## src/rtl/machine_mode_types_1_11_pkg.sv

```systemverilog
// Shared machine-mode privilege types: trap sequencer states, event kinds,
// mcause code enums and the arbitration order used by the trap priority encoder.
package machine_mode_types_1_11_pkg;

  typedef enum logic [1:0] {
    ST_IDLE,
    ST_DRAIN,
    ST_COMMIT,
    ST_REDIRECT
  } trap_state_t;

  typedef enum logic [1:0] {
    KIND_NONE,
    KIND_EXC,
    KIND_INT,
    KIND_RET
  } trap_kind_t;

  typedef enum logic [4:0] {
    EXC_MAL_INSN         = 5'd0,
    EXC_FAULT_INSN       = 5'd1,
    EXC_ILLEGAL_INSN     = 5'd2,
    EXC_BREAKPOINT       = 5'd3,
    EXC_MAL_L            = 5'd4,
    EXC_FAULT_L          = 5'd5,
    EXC_MAL_S            = 5'd6,
    EXC_FAULT_S          = 5'd7,
    EXC_ENV_U            = 5'd8,
    EXC_ENV_S            = 5'd9,
    EXC_ENV_M            = 5'd11,
    EXC_FAULT_INSN_PAGE  = 5'd12,
    EXC_FAULT_LOAD_PAGE  = 5'd13,
    EXC_FAULT_STORE_PAGE = 5'd15
  } exc_code_t;

  typedef enum logic [4:0] {
    INT_SSI = 5'd1,
    INT_MSI = 5'd3,
    INT_STI = 5'd5,
    INT_MTI = 5'd7,
    INT_SEI = 5'd9,
    INT_MEI = 5'd11,
    INT_USI = 5'd0,
    INT_UTI = 5'd4,
    INT_UEI = 5'd8
  } int_code_t;

  localparam int EXC_NUM = 14;
  localparam int INT_NUM = 9;

  // Index 0 is the highest priority source.
  localparam logic [3:0] EXC_PRIO [EXC_NUM] = '{
    4'(EXC_BREAKPOINT), 4'(EXC_FAULT_INSN_PAGE), 4'(EXC_FAULT_INSN), 4'(EXC_ILLEGAL_INSN),
    4'(EXC_MAL_INSN), 4'(EXC_ENV_M), 4'(EXC_ENV_S), 4'(EXC_ENV_U), 4'(EXC_MAL_S),
    4'(EXC_MAL_L), 4'(EXC_FAULT_STORE_PAGE), 4'(EXC_FAULT_LOAD_PAGE), 4'(EXC_FAULT_S),
    4'(EXC_FAULT_L)
  };

  localparam logic [3:0] INT_PRIO [INT_NUM] = '{
    4'(INT_MEI), 4'(INT_MSI), 4'(INT_MTI), 4'(INT_SEI), 4'(INT_SSI),
    4'(INT_STI), 4'(INT_UEI), 4'(INT_USI), 4'(INT_UTI)
  };

  function automatic logic [31:0] trap_base(input logic [31:0] mtvec);
    return {mtvec[31:2], 2'b00};
  endfunction

  // Vectored interrupt target; the add wraps modulo 2^32.
  function automatic logic [31:0] trap_vector(input logic [31:0] mtvec, input logic [4:0] code);
    return trap_base(mtvec) + {25'd0, code, 2'b00};
  endfunction

endpackage

```

## src/rtl/priv_trap_prio_enc.sv

```systemverilog
// Combinational trap arbiter: exceptions beat interrupts, each class resolved
// by its fixed priority order; interrupts are gated by mstatus.MIE.
module priv_trap_prio_enc
  import machine_mode_types_1_11_pkg::*;
(
  input  logic [15:0] exc_vec,
  input  logic [11:0] int_pend,
  input  logic        mstatus_mie,
  output logic        valid,
  output logic        is_int,
  output logic [4:0]  code
);

  logic unused_bits;
  assign unused_bits = ^{exc_vec[10], exc_vec[14], int_pend[2], int_pend[6], int_pend[10]};

  // Scan lowest priority first so the highest pending source is written last.
  always_comb begin
    valid  = 1'b0;
    is_int = 1'b0;
    code   = 5'd0;
    if (mstatus_mie) begin
      for (int i = INT_NUM - 1; i >= 0; i--) begin
        if (int_pend[INT_PRIO[i]]) begin
          valid  = 1'b1;
          is_int = 1'b1;
          code   = {1'b0, INT_PRIO[i]};
        end
      end
    end
    for (int i = EXC_NUM - 1; i >= 0; i--) begin
      if (exc_vec[EXC_PRIO[i]]) begin
        valid  = 1'b1;
        is_int = 1'b0;
        code   = {1'b0, EXC_PRIO[i]};
      end
    end
  end

endmodule

```

## src/rtl/priv_trap_sequencer.sv

```systemverilog
// Machine-mode trap entry/return sequencer: latch the winning event, wait for
// the pipeline to drain, commit CSR updates in one cycle, then redirect fetch.
module priv_trap_sequencer
  import machine_mode_types_1_11_pkg::*;
#(
  parameter logic [31:0] RESET_PC = 32'h0000_0200
) (
  input  logic        CLK,
  input  logic        nRST,
  input  logic [15:0] exc_vec,
  input  logic [31:0] mip,
  input  logic [31:0] mie,
  input  logic        mstatus_mie,
  input  logic        mstatus_mpie,
  input  logic        mret,
  input  logic        pipe_clear,
  input  logic [31:0] epc,
  input  logic [31:0] mtval_in,
  input  logic [31:0] mtvec,
  input  logic [31:0] mepc,
  output logic        busy,
  output logic        intr,
  output logic        mcause_rup,
  output logic        mepc_rup,
  output logic        mtval_rup,
  output logic        mstatus_rup,
  output logic [31:0] mcause_next,
  output logic [31:0] mepc_next,
  output logic [31:0] mtval_next,
  output logic        mstatus_mie_next,
  output logic        mstatus_mpie_next,
  output logic        insert_pc,
  output logic [31:0] priv_pc
);

  trap_state_t state_q;
  trap_kind_t  kind_q;
  logic [4:0]  code_q;
  logic [31:0] epc_q;
  logic [31:0] mtval_q;

  logic        enc_valid;
  logic        enc_is_int;
  logic [4:0]  enc_code;
  logic [11:0] int_pend;
  logic        event_det;
  logic        unused_hi;

  assign int_pend  = mip[11:0] & mie[11:0];
  assign unused_hi = ^{mip[31:12], mie[31:12]};

  priv_trap_prio_enc u_prio (
    .exc_vec     (exc_vec),
    .int_pend    (int_pend),
    .mstatus_mie (mstatus_mie),
    .valid       (enc_valid),
    .is_int      (enc_is_int),
    .code        (enc_code)
  );

  assign event_det = (state_q == ST_IDLE) && (enc_valid || mret);
  assign busy      = (state_q != ST_IDLE) || event_det;
  assign intr      = (kind_q == KIND_INT);

  // Event payload is only meaningful while a sequence is in flight.
  always_ff @(posedge CLK) begin
    if (event_det) begin
      code_q  <= enc_code;
      epc_q   <= epc;
      mtval_q <= mtval_in;
    end
  end

  always_ff @(posedge CLK or negedge nRST) begin
    if (!nRST) begin
      state_q           <= ST_IDLE;
      kind_q            <= KIND_NONE;
      mcause_rup        <= 1'b0;
      mepc_rup          <= 1'b0;
      mtval_rup         <= 1'b0;
      mstatus_rup       <= 1'b0;
      mcause_next       <= 32'd0;
      mepc_next         <= 32'd0;
      mtval_next        <= 32'd0;
      mstatus_mie_next  <= 1'b0;
      mstatus_mpie_next <= 1'b0;
      insert_pc         <= 1'b0;
    end else begin
      mcause_rup        <= 1'b0;
      mepc_rup          <= 1'b0;
      mtval_rup         <= 1'b0;
      mstatus_rup       <= 1'b0;
      mcause_next       <= 32'd0;
      mepc_next         <= 32'd0;
      mtval_next        <= 32'd0;
      mstatus_mie_next  <= 1'b0;
      mstatus_mpie_next <= 1'b0;
      insert_pc         <= 1'b0;
      case (state_q)
        ST_IDLE: begin
          if (event_det) begin
            state_q <= ST_DRAIN;
            if (enc_valid) kind_q <= enc_is_int ? KIND_INT : KIND_EXC;
            else           kind_q <= KIND_RET;
          end
        end
        // CSR write values are registered here so they appear as a COMMIT pulse.
        ST_DRAIN: begin
          if (pipe_clear) begin
            state_q <= ST_COMMIT;
            if (kind_q == KIND_RET) begin
              mstatus_rup       <= 1'b1;
              mstatus_mie_next  <= mstatus_mpie;
              mstatus_mpie_next <= 1'b1;
            end else begin
              mcause_rup        <= 1'b1;
              mepc_rup          <= 1'b1;
              mtval_rup         <= 1'b1;
              mstatus_rup       <= 1'b1;
              mcause_next       <= {(kind_q == KIND_INT), 26'd0, code_q};
              mepc_next         <= epc_q;
              mtval_next        <= (kind_q == KIND_EXC) ? mtval_q : 32'd0;
              mstatus_mie_next  <= 1'b0;
              mstatus_mpie_next <= mstatus_mie;
            end
          end
        end
        ST_COMMIT: begin
          state_q   <= ST_REDIRECT;
          insert_pc <= 1'b1;
        end
        ST_REDIRECT: begin
          state_q <= ST_IDLE;
          kind_q  <= KIND_NONE;
        end
        default: state_q <= ST_IDLE;
      endcase
    end
  end

  // mret target uses mepc as seen in the redirect cycle itself.
  always_comb begin
    priv_pc = RESET_PC;
    if (state_q == ST_REDIRECT) begin
      case (kind_q)
        KIND_EXC: priv_pc = trap_base(mtvec);
        KIND_INT: priv_pc = (mtvec[1:0] == 2'b01) ? trap_vector(mtvec, code_q) : trap_base(mtvec);
        KIND_RET: priv_pc = mepc;
        default:  priv_pc = RESET_PC;
      endcase
    end
  end

endmodule

```

## config.mk

```make
export PLATFORM = sky130hd
export DESIGN_NAME = priv_trap_sequencer
export DESIGN_NICKNAME = d
export VERILOG_FILES = /design/src/rtl/machine_mode_types_1_11_pkg.sv /design/src/rtl/priv_trap_prio_enc.sv /design/src/rtl/priv_trap_sequencer.sv
export SDC_FILE = /design/constraint.sdc
export NUM_CORES = 1
export LEC_CHECK = 0
export BUFFER_PORTS_ARGS = -buffer_cell sky130_fd_sc_hd__clkbuf_2
export CORE_AREA = 2 2 137 139
export CTS_BUF_LIST = sky130_fd_sc_hd__clkbuf_4 sky130_fd_sc_hd__clkbuf_8
export CTS_CLUSTER_DIAMETER = 60
export DETAILED_ROUTE_END_ITERATION = 8
export DIE_AREA = 0 0 139 141
export GPL_TIMING_DRIVEN = 0
export MAX_ROUTING_LAYER = met4
export PLACE_DENSITY_LB_ADDON = 0.2
export SLEW_MARGIN = 20
export SYNTH_ARGS = -nofsm -noshare
export SYNTH_HDL_FRONTEND = slang
export SYNTH_SLANG_ARGS = --single-unit
export TNS_END_PERCENT = 20
```

## constraint.sdc

```tcl
create_clock -name CLK -period 7.68 [get_ports CLK]
set_input_delay 0.384 -clock CLK [delete_from_list [all_inputs] [get_ports CLK]]
set_output_delay 0.384 -clock CLK [all_outputs]
set_load 0.01 [all_outputs]
```

==> out/results.md, run 1 <==
* run status: complete, no violations
* maximum number of pins on one net before global-route repair: 79
* flop and latch count out of synthesis: 146
* switching share of total power: 0.320
* arrival time of the worst setup path: 3.05 ns
* final setup vio count: 0
* DR WL/cell: 15.7 µm
* RSZ-0062 raised after global routing: no
* clock period minus worst slack: 3.44 ns
* Final Hold Slack: 0.112 ns
* H-tree Lvls: 4
* cell count after synthesis: 577
* part of the total power dissipated in sequential elements: 0.470
* proportion of power drawn by combinational gates: 0.277
* vertical die dimension: 141 µm
* kind of end point of the critical path: output pin
* part of the Yosys area used for sequential elements: 0.590
* largest incremental delay on the critical path: 0.70 ns
* worst hold path stage count: 1
* Syn Std Cell Area: 6770 µm²
* initial core utilization: 0.371
* power density relative to cell area: 252 nW/µm²
* Core Box Area: 18300 µm²
* yosys warns: 0
* root buf cell: clkbuf_8
* f_max: 291 MHz
* number of synthesized flops with an enable pin: 68
* CP delay by family, top: compound AO/OA/AOI/OAI gates
* worst slew pin tran: 0.783 ns
* top-count cell post-synth: dfrtp_1
* type of the setup path with the least slack: reg -> out
* 1st-iter DRT viols: 192
* relative slew slack: 0.478
* global-route wire length before repair: 27.7 mm
* quantity of gates resized following cts: 0
* static power due to leakage: 4.36 nW
* DRT antenna net count: 0
* global placement routability congestion: 0.859
* number of antenna violations at the first check in global routing: 0
* cell taking the most area after synthesis: edfxtp_1
* maximum fanout along the worst path: 9
* buffer levels on the longest clock path: 2
* vias in the first global route: 5369
* CP max-delay cell: a211oi_2
* max-slew violation count: 0
* proportion of layout cells with a drive suffix above 1: 0.392
* clock insertion delay at the later pin of the skew report: 0.44 ns
* VDD IR max: 179 µV
* Main synth FF type: dfrtp_1
* net load switching power: 0.000727 W
* # port buffers: 274
* count of cell types in the netlist: 69
* kind of launch point of the worst setup path: register
* area share of the largest cell type after synthesis: 0.302
* drt via density: 4.78
* First-pass DRT Iterations: 4
* number of design rule violations left after detail routing: 0
* proportion of synthesized flip-flops having asynchronous set or reset: 0.534
* worst path bufs/invs: 2
* floorplan die width: 139 µm
* Cell Chain, Critical Path: ha_1 -> inv_1 -> fa_1 -> nor2b_1 -> o21ai_0 -> a211oi_2 -> nand4b_1 -> o221ai_1 -> clkbuf_2
* die footprint: 19600 µm²
* Clk pwr share: 0.253
* post-detailed-placement half-perimeter wirelength: 14.0 mm
* Hold Vio Cnt, Final: 0
* Sum Neg Setup Slack: 0 ns
* grt total ovfl: 0
* Internal: 0.00155 W
* top cells by area, synth: edfxtp_1, dfrtp_1, and2_1
* routed vias: 5480
* floorplan row count: 50
* total global-route track usage: 0.188
* io pins: 351
* Tightest Hold Check Type: in -> reg
* number of sinks driven by the clock tree: 146
* final worst path period share: 0.448
* required time of the critical path: 7.30 ns
* Detailed Route WL: 18.0 mm
* Avg Cell Area, Syn: 11.7 µm²
* Antenna Diode Count: 0
* TritonCTS Buffers: 17
* post-CTS clock slew at the launch and capture registers of the worst setup and hold paths: 0.08 ns
* setup skew after layout: 0.00758 ns
* CTS tree: yes
* top post-synthesis cells by count: dfrtp_1, and2_1, edfxtp_1
* number of cells traversed by the worst register-to-register path: 6
* Area growth, synth to finish: 33.4%
* final-stage net count: 1124
* max-capacitance violation count: 0
* number of cells on the critical path: 9
-- metrics by stage --
step	setup WS, ns	cells	util	power (W)	instance area, µm²
after global routing	4.06	1147	0.494	0.00241	9030
after global placement	1.39	1111	0.467	0.00169	8530
after floorplan	3.08	603	-	0.00143	6870
after CTS	4.25	1147	0.494	0.00231	9030
final	4.24	1147	0.494	0.00227	9030
after detailed placement	4.62	1114	0.473	0.00173	8630
-- metal layers --
layer / routed length (µm) / vias up / track usage / share of wire
li1: - / 2682 / - / -
met1: 7230 / 2566 / 0.219 / 0.40
met2: 9150 / 212 / 0.315 / 0.51
met3: 1350 / 20 / 0.0513 / 0.075
met4: 244 / 0 / 0.0649 / 0.014
met5: 0 / - / - / 0
-- power by group through the flow --
stage,Clock (W),Combinational [W],Sequential (W)
CTS,0.000599,0.000642,0.00107
global placement,0,0.000572,0.00111
finish,0.000576,0.000630,0.00107
global route,0.000630,0.000694,0.00109
floorplan,0,0.000305,0.00112
detailed placement,0,0.000640,0.00109
-- layout make-up --
type                       count  area (µm²)
clock buffer                  18         241
inverter                      15        56.3
buffer                        51         307
sequential                   146        3990
multi-input combinational    391        2520
tap                          234         293
clock inverter                14         143
timing repair buffer         278        1470
fill                        1764        9240
-- state kept, by name, indices dropped and copies added (netlist names), 2 cells and up --
name,cells
mtval_next,32
epc_q,32
state_q,2
mepc_next,32
kind_q,2
mcause_next,5
code_q,4
mtval_q,32
-- cells in the final DEF (no fill, tap or decap), types with 7 or more instances in the layout --
cell and count:
nand2_1 45, conb_1 27, nand4_1 9, o21ai_0 19, clkbuf_1 16, edfxtp_1 68
dfrtp_1 78, ha_1 9, buf_4 29, a21oi_1 10, a22oi_1 7, nor2_1 39
inv_1 15, clkbuf_2 273, clkbuf_8 18, nor3_1 8, and2_1 77, mux2i_1 17
nand3_1 13
-- worst paths after layout --
check,start,to,slack [ns]
worst max-delay path,code_q[0],priv_pc[22],4.24
worst min-delay path,mtval_in[28],mtval_q[28],0.11
worst max register to register,state_q[1],mepc_next[28],5.48
worst min register to register,epc_q[22],mepc_next[22],0.45
max in group asynchronous,nRST,insert_pc,6.67
min in group asynchronous,nRST,mepc_next[12],0.52
-- cell families (layout without fill, tap and decap cells) --
| logic type | Yosys count | in the layout | synth area share |
|---|---|---|---|
| simple gates | 226 | 226 | 0.186 |
| other cells | 1 | 27 | 0.000554 |
| flops | 146 | 146 | 0.590 |
| fa+ha+maj | 10 | 10 | 0.0196 |
| xor+xnor | 5 | 5 | 0.00647 |
| compound gates | 100 | 100 | 0.108 |
| mux | 23 | 23 | 0.0357 |
| buf+inv | 66 | 376 | 0.0536 |
-- what timing repair did --
action	4_1_cts	5_1_grt
setup buffers	0	0
endpoints found under the setup margin	0	0
endpoints found under the hold margin	78	0
hold buffers	1	0
Note: power is estimated with default switching activity, not from simulation.
==> inputs of run 2 (changes only) <==
Settings changed: CORE_AREA 2 2 137 139 to 2 2 138 140, DIE_AREA 0 0 139 141 to 0 0 140 142.
Clock period 7.68 ns to 3.03 ns, I/O delays scaled along.
==> run 2 against run 1 <==
The flow now finishes with violations (design-rule violations). Clock-buffer cell count is the same. Worst hold slack worse by 0.044 ns. First-iteration DRC count increased by 34%. Critical endpoint is now priv_pc[19]. Combinational power increased to 2.7 times the previous value. Critical path depth is 2 lower. Sequential share of layout area down 3.5 points. Utilization is 3.7 points higher. Total power rose to 2.7 times the previous value. Register-to-register slack lost 4.7 ns. Global-route usage rose by 0.056 points. Non-clock buffer count is 67 higher. Clock power rose to 2.9 times the previous value.
==> out/results.md, run 2 (synthesized netlist as in run 1, its figures left out) <==
* Tightest Hold Check Type: in -> reg
* global-route wire length before repair: 28.4 mm, +2.6%
* number of design rule violations left after detail routing: 15, +15
* largest incremental delay on the critical path: 0.45 ns, -0.25 ns
* DRT antenna net count: 0, unchanged
* floorplan die width: 140 µm, +0.72%
* Sum Neg Setup Slack: 0 ns, unchanged
* Detailed Route WL: 18.3 mm, +2.0%
* First-pass DRT Iterations: 8, +4
* number of antenna violations at the first check in global routing: 0, unchanged
* Design Area, Final: 9810 µm², +8.7%
* run status: finished with violations
* # port buffers: 274, unchanged
* VDD IR max: 432 µV, +140%
* initial core utilization: 0.367, -0.00377
* floorplan row count: 50, unchanged
* H-tree Lvls: 4, unchanged
* power density relative to cell area: 618 nW/µm², +150%
* clock insertion delay at the later pin of the skew report: 0.44 ns, about the same
* relative slew slack: 0.525, +0.0475
* Area growth, synth to finish: 44.9%
* vias in the first global route: 5520, +2.8%
* f_max: 342 MHz
* CTS tree: yes
* total placed cells including tap cells: 1115, +0.090%
* 1st-iter DRT viols: 258, +34%
* Layout Utilization: 0.532, +0.0375
* post-detailed-placement half-perimeter wirelength: 14.1 mm, +0.55%
* violations in the final reports: design-rule violations
* Non-Filler Instances: 1214, +5.8%
* type of the setup path with the least slack: reg -> out
* RSZ-0062 raised after global routing: yes
* io pins: 351, unchanged
* clock period minus worst slack: 2.93 ns
* grt total ovfl: 0, unchanged
* most frequent cells in the layout: clkbuf_2, dfrtp_1, and2_1, edfxtp_1, dlygate4sd3_1
* static power due to leakage: 4.68 nW, +7.4%
* number of sinks driven by the clock tree: 146, unchanged
* routed vias: 5749, +4.9%
* CP max-delay cell: or4_1
* Final Hold Slack: 0.0672 ns, -0.0443 ns
* drt via density: 4.74, -0.88%
* proportion of layout cells with a drive suffix above 1: 0.372, -0.0197
* vertical die dimension: 142 µm, +0.71%
* root buf cell: clkbuf_8
* Cell Chain, Critical Path: ha_1 -> o21ai_0 -> o21ai_2 -> nand3_1 -> or4_1 -> o211ai_1 -> clkbuf_2
* kind of launch point of the worst setup path: register
* buffer levels on the longest clock path: 2, unchanged
* required time of the critical path: 2.88 ns, -4.42 ns
* global placement routability congestion: 0.884, +2.9%
* Filler Cells Inserted: 1644, -6.8%
* setup skew after layout: 0.0123 ns, +0.00476 ns
* max-capacitance violation count: 0, unchanged
* die footprint: 19900 µm², +1.4%
* maximum fanout along the worst path: 7, -2
* Hold Vio Cnt, Final: 0, unchanged
* arrival time of the worst setup path: 2.78 ns, -0.27 ns
* Antenna Diode Count: 0, unchanged
* final setup vio count: 0, unchanged
* kind of end point of the critical path: output pin
* TritonCTS Buffers: 17, unchanged
* post-CTS clock slew at the launch and capture registers of the worst setup and hold paths: 0.08 ns, about the same
* worst slew pin tran: 0.712 ns, -0.0712 ns
* final-stage net count: 1191, +6.0%
* leading cell type in the layout, fill and taps excluded: clkbuf_2
* maximum number of pins on one net before global-route repair: 45, -43%
* final worst path period share: 0.966
* DR WL/cell: 15.1 µm, -3.6%
* Core Box Area: 18500 µm², +1.0%
* Placed Area: 8660 µm², +0.25%
* total global-route track usage: 0.188, +0.000558
* max-slew violation count: 0, unchanged
-- run 2: layout make-up --
type                       count  area, µm²  area share
sequential                   146       3990       0.407
clock inverter                14        201      0.0205
clock buffer                  18        241      0.0246
timing repair buffer         345       2160       0.221
inverter                      15       56.3     0.00574
multi-input combinational    391       2560       0.260
tap                          234        293      0.0298
buffer                        51        307      0.0312
-- run 2: layer usage --
layer | wire [µm] | global-route usage | share of wire
met2 | 9090 | 0.307 | 0.50
met1 | 7920 | 0.242 | 0.43
met4 | 422 | 0.0627 | 0.023
met3 | 910 | 0.0310 | 0.050
met5 | 0 | - | 0
-- run 2: what timing repair did --
item                       in CTS  in global routing
hold buffers                   66                  0
setup buffers                   0                  1
pin swaps                       1                  1
resized for setup               4                  5
hold endpoints to repair       99                  0
setup endpoints to repair       7                 18
-- run 2: through the flow --
| step | worst slack [ns] | power, W |
|---|---|---|
| final | 0.102 | 0.00607 |
| after global routing | -0.0285 | 0.00641 |
| after CTS | 0.0313 | 0.00614 |
| after detailed placement | 0.208 | 0.00437 |
| after global placement | 0.0221 | 0.00423 |
| after floorplan | 0.696 | 0.00359 |
-- run 2: final timing paths --
path	startpoint	slack, ns	cells after the start	end
min	mstatus_mie	0.07	3	mstatus_mpie_next
min reg2reg	epc_q[31]	0.44	1	mepc_next[31]
max in group asynchronous	nRST	2.19	3	mepc_next[26]
min in group asynchronous	nRST	0.23	2	mepc_next[14]
max reg2reg	state_q[1]	0.81	6	mepc_next[27]
max	code_q[3]	0.10	7	priv_pc[19]
-- run 2: critical path: cells and delay by family, from the launching register on --
family | cells | cell delay (ns)
adder cells (fa/ha/maj) | 1 | 0.36
buffers and inverters | 1 | 0.17
AND/OR/NAND/NOR | 2 | 0.73
flip-flops | 1 | 0.43
AO/OA/AOI/OAI | 3 | 0.65
-- run 2: report_power, final --
group / switching, W / internal, W
sequential: 0.000106 / 0.00260
clock: 0.000755 / 0.000920
combinational: 0.000983 / 0.000702
==> inputs of run 3 (changes only) <==
Clock period 3.03 ns to 2.45 ns, I/O delays scaled along.
==> run 3 against run 2 <==
The flow finishes with violations (design-rule violations, negative setup slack). Global-route usage rose by 0.40 points. Sequential share of layout area down 0.96 points. Non-clock buffer count increased by 10. Via count is 1.1% higher. First-iteration DRC count is 13% higher. Total power rose by 27%. Critical path depth up 2. Combinational power is 35% higher. Setup slack lost 0.39 ns. Design area up 2.4%. Final cell count rose by 0.82%. Largest cell class unchanged. Highest routed layer unchanged.
==> out/results.md, run 3 (synthesized netlist as in run 1, its figures left out) <==
* run status: finished with violations
* violations in the final reports: design-rule violations, negative setup slack
* VDD IR max: 535 µV, +24%
* global placement routability congestion: 0.884, unchanged
* startpoint of the worst setup timing path: code_q[0]
* buffer levels on the longest clock path: 2, unchanged
* largest incremental delay on the critical path: 0.40 ns, -0.05 ns
* floorplan row count: 50, unchanged
* Tightest Hold Check Type: in -> reg
* DRT antenna net count: 0, unchanged
* f_max: 365 MHz
* Antenna Diode Count: 0, unchanged
* vias in the first global route: 5624, +1.9%
* number of cells traversed by the worst register-to-register path: 6, unchanged
* 1st-iter DRT viols: 291, +13%
* First-pass DRT Iterations: 8, unchanged
* Internal: 0.00535 W, +27%
* switching share of total power: 0.307, +0.00307
* final worst path period share: 1.12
* most frequent cells in the layout: clkbuf_2, dfrtp_1, and2_1, edfxtp_1, dlygate4sd3_1
* RSZ-0062 raised after global routing: yes
* Detailed Route WL: 18.8 mm, +2.4%
* total global-route track usage: 0.192, +0.00403
* global-route wire length before repair: 29.0 mm, +2.1%
* kind of launch point of the worst setup path: register
* post-CTS clock slew at the launch and capture registers of the worst setup and hold paths: 0.09 ns, about the same
* post-route total power: 0.00771 W, +27%
* drt via density: 4.75, +0.32%
* # port buffers: 274, unchanged
* net load switching power: 0.00237 W, +28%
* number of antenna violations at the first check in global routing: 0, unchanged
* clock insertion delay at the later pin of the skew report: 0.44 ns, about the same
* max-capacitance violation count: 0, unchanged
* DR WL/cell: 15.3 µm, +1.6%
* kind of end point of the critical path: output pin
* part of the total power dissipated in sequential elements: 0.435, -0.011
* post-route setup slack: -0.288 ns, -0.390 ns
* H-tree Lvls: 4, unchanged
* TritonCTS Buffers: 17, unchanged
* Core Box Area: 18500 µm², unchanged
* root buf cell: clkbuf_8
* pre-CTS WS: -0.343 ns, -0.551 ns
* required time of the critical path: 2.33 ns, -0.55 ns
* Cell Chain, Critical Path: ha_4 -> inv_2 -> fa_2 -> nor2b_4 -> o21ai_4 -> a211o_1 -> a21o_1 -> a221o_1 -> clkbuf_2
* type of the setup path with the least slack: reg -> out
* die footprint: 19900 µm², unchanged
* static power due to leakage: 4.77 nW, +2.0%
* register area: 3990 µm², unchanged
* arrival time of the worst setup path: 2.62 ns, -0.16 ns
* Hold Vio Cnt, Final: 0, unchanged
* Clk pwr share: 0.269, -0.007
* clock period minus worst slack: 2.74 ns
* critical hold path startpoint: mstatus_mie
* multi-input combinational cell area: 2690 µm², +5.3%
* Filler Cells Inserted: 1629, -0.91%
* power density relative to cell area: 768 nW/µm², +24%
* relative slew slack: 0.547, +0.0215
* vertical die dimension: 142 µm, unchanged
* number of design rule violations left after detail routing: 15, unchanged
* final-stage net count: 1201, +0.84%
* floorplan die width: 140 µm, unchanged
* setup skew after layout: 0.0124 ns, +0.0000147 ns
* proportion of power drawn by combinational gates: 0.296, +0.018
* worst hold path stage count: 3, unchanged
* final setup vio count: 20, +20
* maximum fanout along the worst path: 4, -3
* max-slew violation count: 0, unchanged
* worst slew pin tran: 0.678 ns, -0.0337 ns
* maximum number of pins on one net before global-route repair: 45, unchanged
* proportion of layout cells with a drive suffix above 1: 0.403, +0.0306
* routed vias: 5815, +1.1%
* origin of the critical flop-to-flop path: state_q[0]
* CTS tree: yes
* Area growth, synth to finish: 48.4%
* initial core utilization: 0.367, unchanged
* grt total ovfl: 0, unchanged
* post-detailed-placement half-perimeter wirelength: 14.1 mm, unchanged
* CP max-delay cell: edfxtp_1
* io pins: 351, unchanged
* leading cell type in the layout, fill and taps excluded: clkbuf_2
* number of sinks driven by the clock tree: 146, unchanged
run 3: path summary, 6_finish.rpt:
check	to	slack (ns)
max	priv_pc[12]	-0.29
min	mstatus_mpie_next	0.04
max reg2reg	epc_q[1]	0.27
min reg2reg	mepc_next[31]	0.44
max in group asynchronous	mtval_next[30]	1.64
min in group asynchronous	mepc_next[14]	0.20
run 3: stage by stage:
step	setup TNS, ns	area (µm²)	hold slack (ns)	utilization	std cells
floorplan	0	6880	-0.173	-	603
global placement	-39.17	8540	0.299	0.463	1111
detailed placement	-1.92	8660	0.147	0.469	1115
CTS	-3.73	10000	0.0177	0.542	1220
global route	-5.48	10000	0.0496	0.545	1224
finish	-2.30	10000	0.0361	0.545	1224
run 3: area by class of cell:
type | count | area share
Timing Repair Buffer | 356 | 0.224
Buffer | 50 | 0.0315
Sequential cell | 146 | 0.397
Inverter | 15 | 0.00560
Multi-Input combinational cell | 391 | 0.268
Tap cell | 234 | 0.0291
Clock buffer | 18 | 0.0240
Clock inverter | 14 | 0.0200
run 3: per-layer routing:
metal,track usage,wire (µm)
met4,0.0702,476
met2,0.313,9360
met3,0.0340,862
met1,0.244,8090
met5,-,0
run 3: power by group through the flow:
stage	registers (W)	logic, W	clock network, W
finish	0.00336	0.00228	0.00207
global route	0.00341	0.00251	0.00222
CTS	0.00336	0.00223	0.00212
detailed placement	0.00341	0.00200	0
global placement	0.00342	0.00181	0
floorplan	0.00348	0.000968	0
run 3: what timing repair did:
item,in CTS,in global routing
pin swaps,13,11
hold buffers,66,0
hold endpoints to repair,99,0
resized for setup,37,24
cloned,1,0
setup endpoints to repair,28,41
setup buffers,7,5
run 3: worst max-delay path: cells and delay by family, from the launching register on:
| family | cells | cell delay (ns) |
|---|---|---|
| AO/OA/AOI/OAI | 4 | 0.93 |
| adder cells (fa/ha/maj) | 2 | 0.52 |
| buffers and inverters | 2 | 0.17 |
| flip-flops | 1 | 0.40 |
| AND/OR/NAND/NOR | 1 | 0.15 |
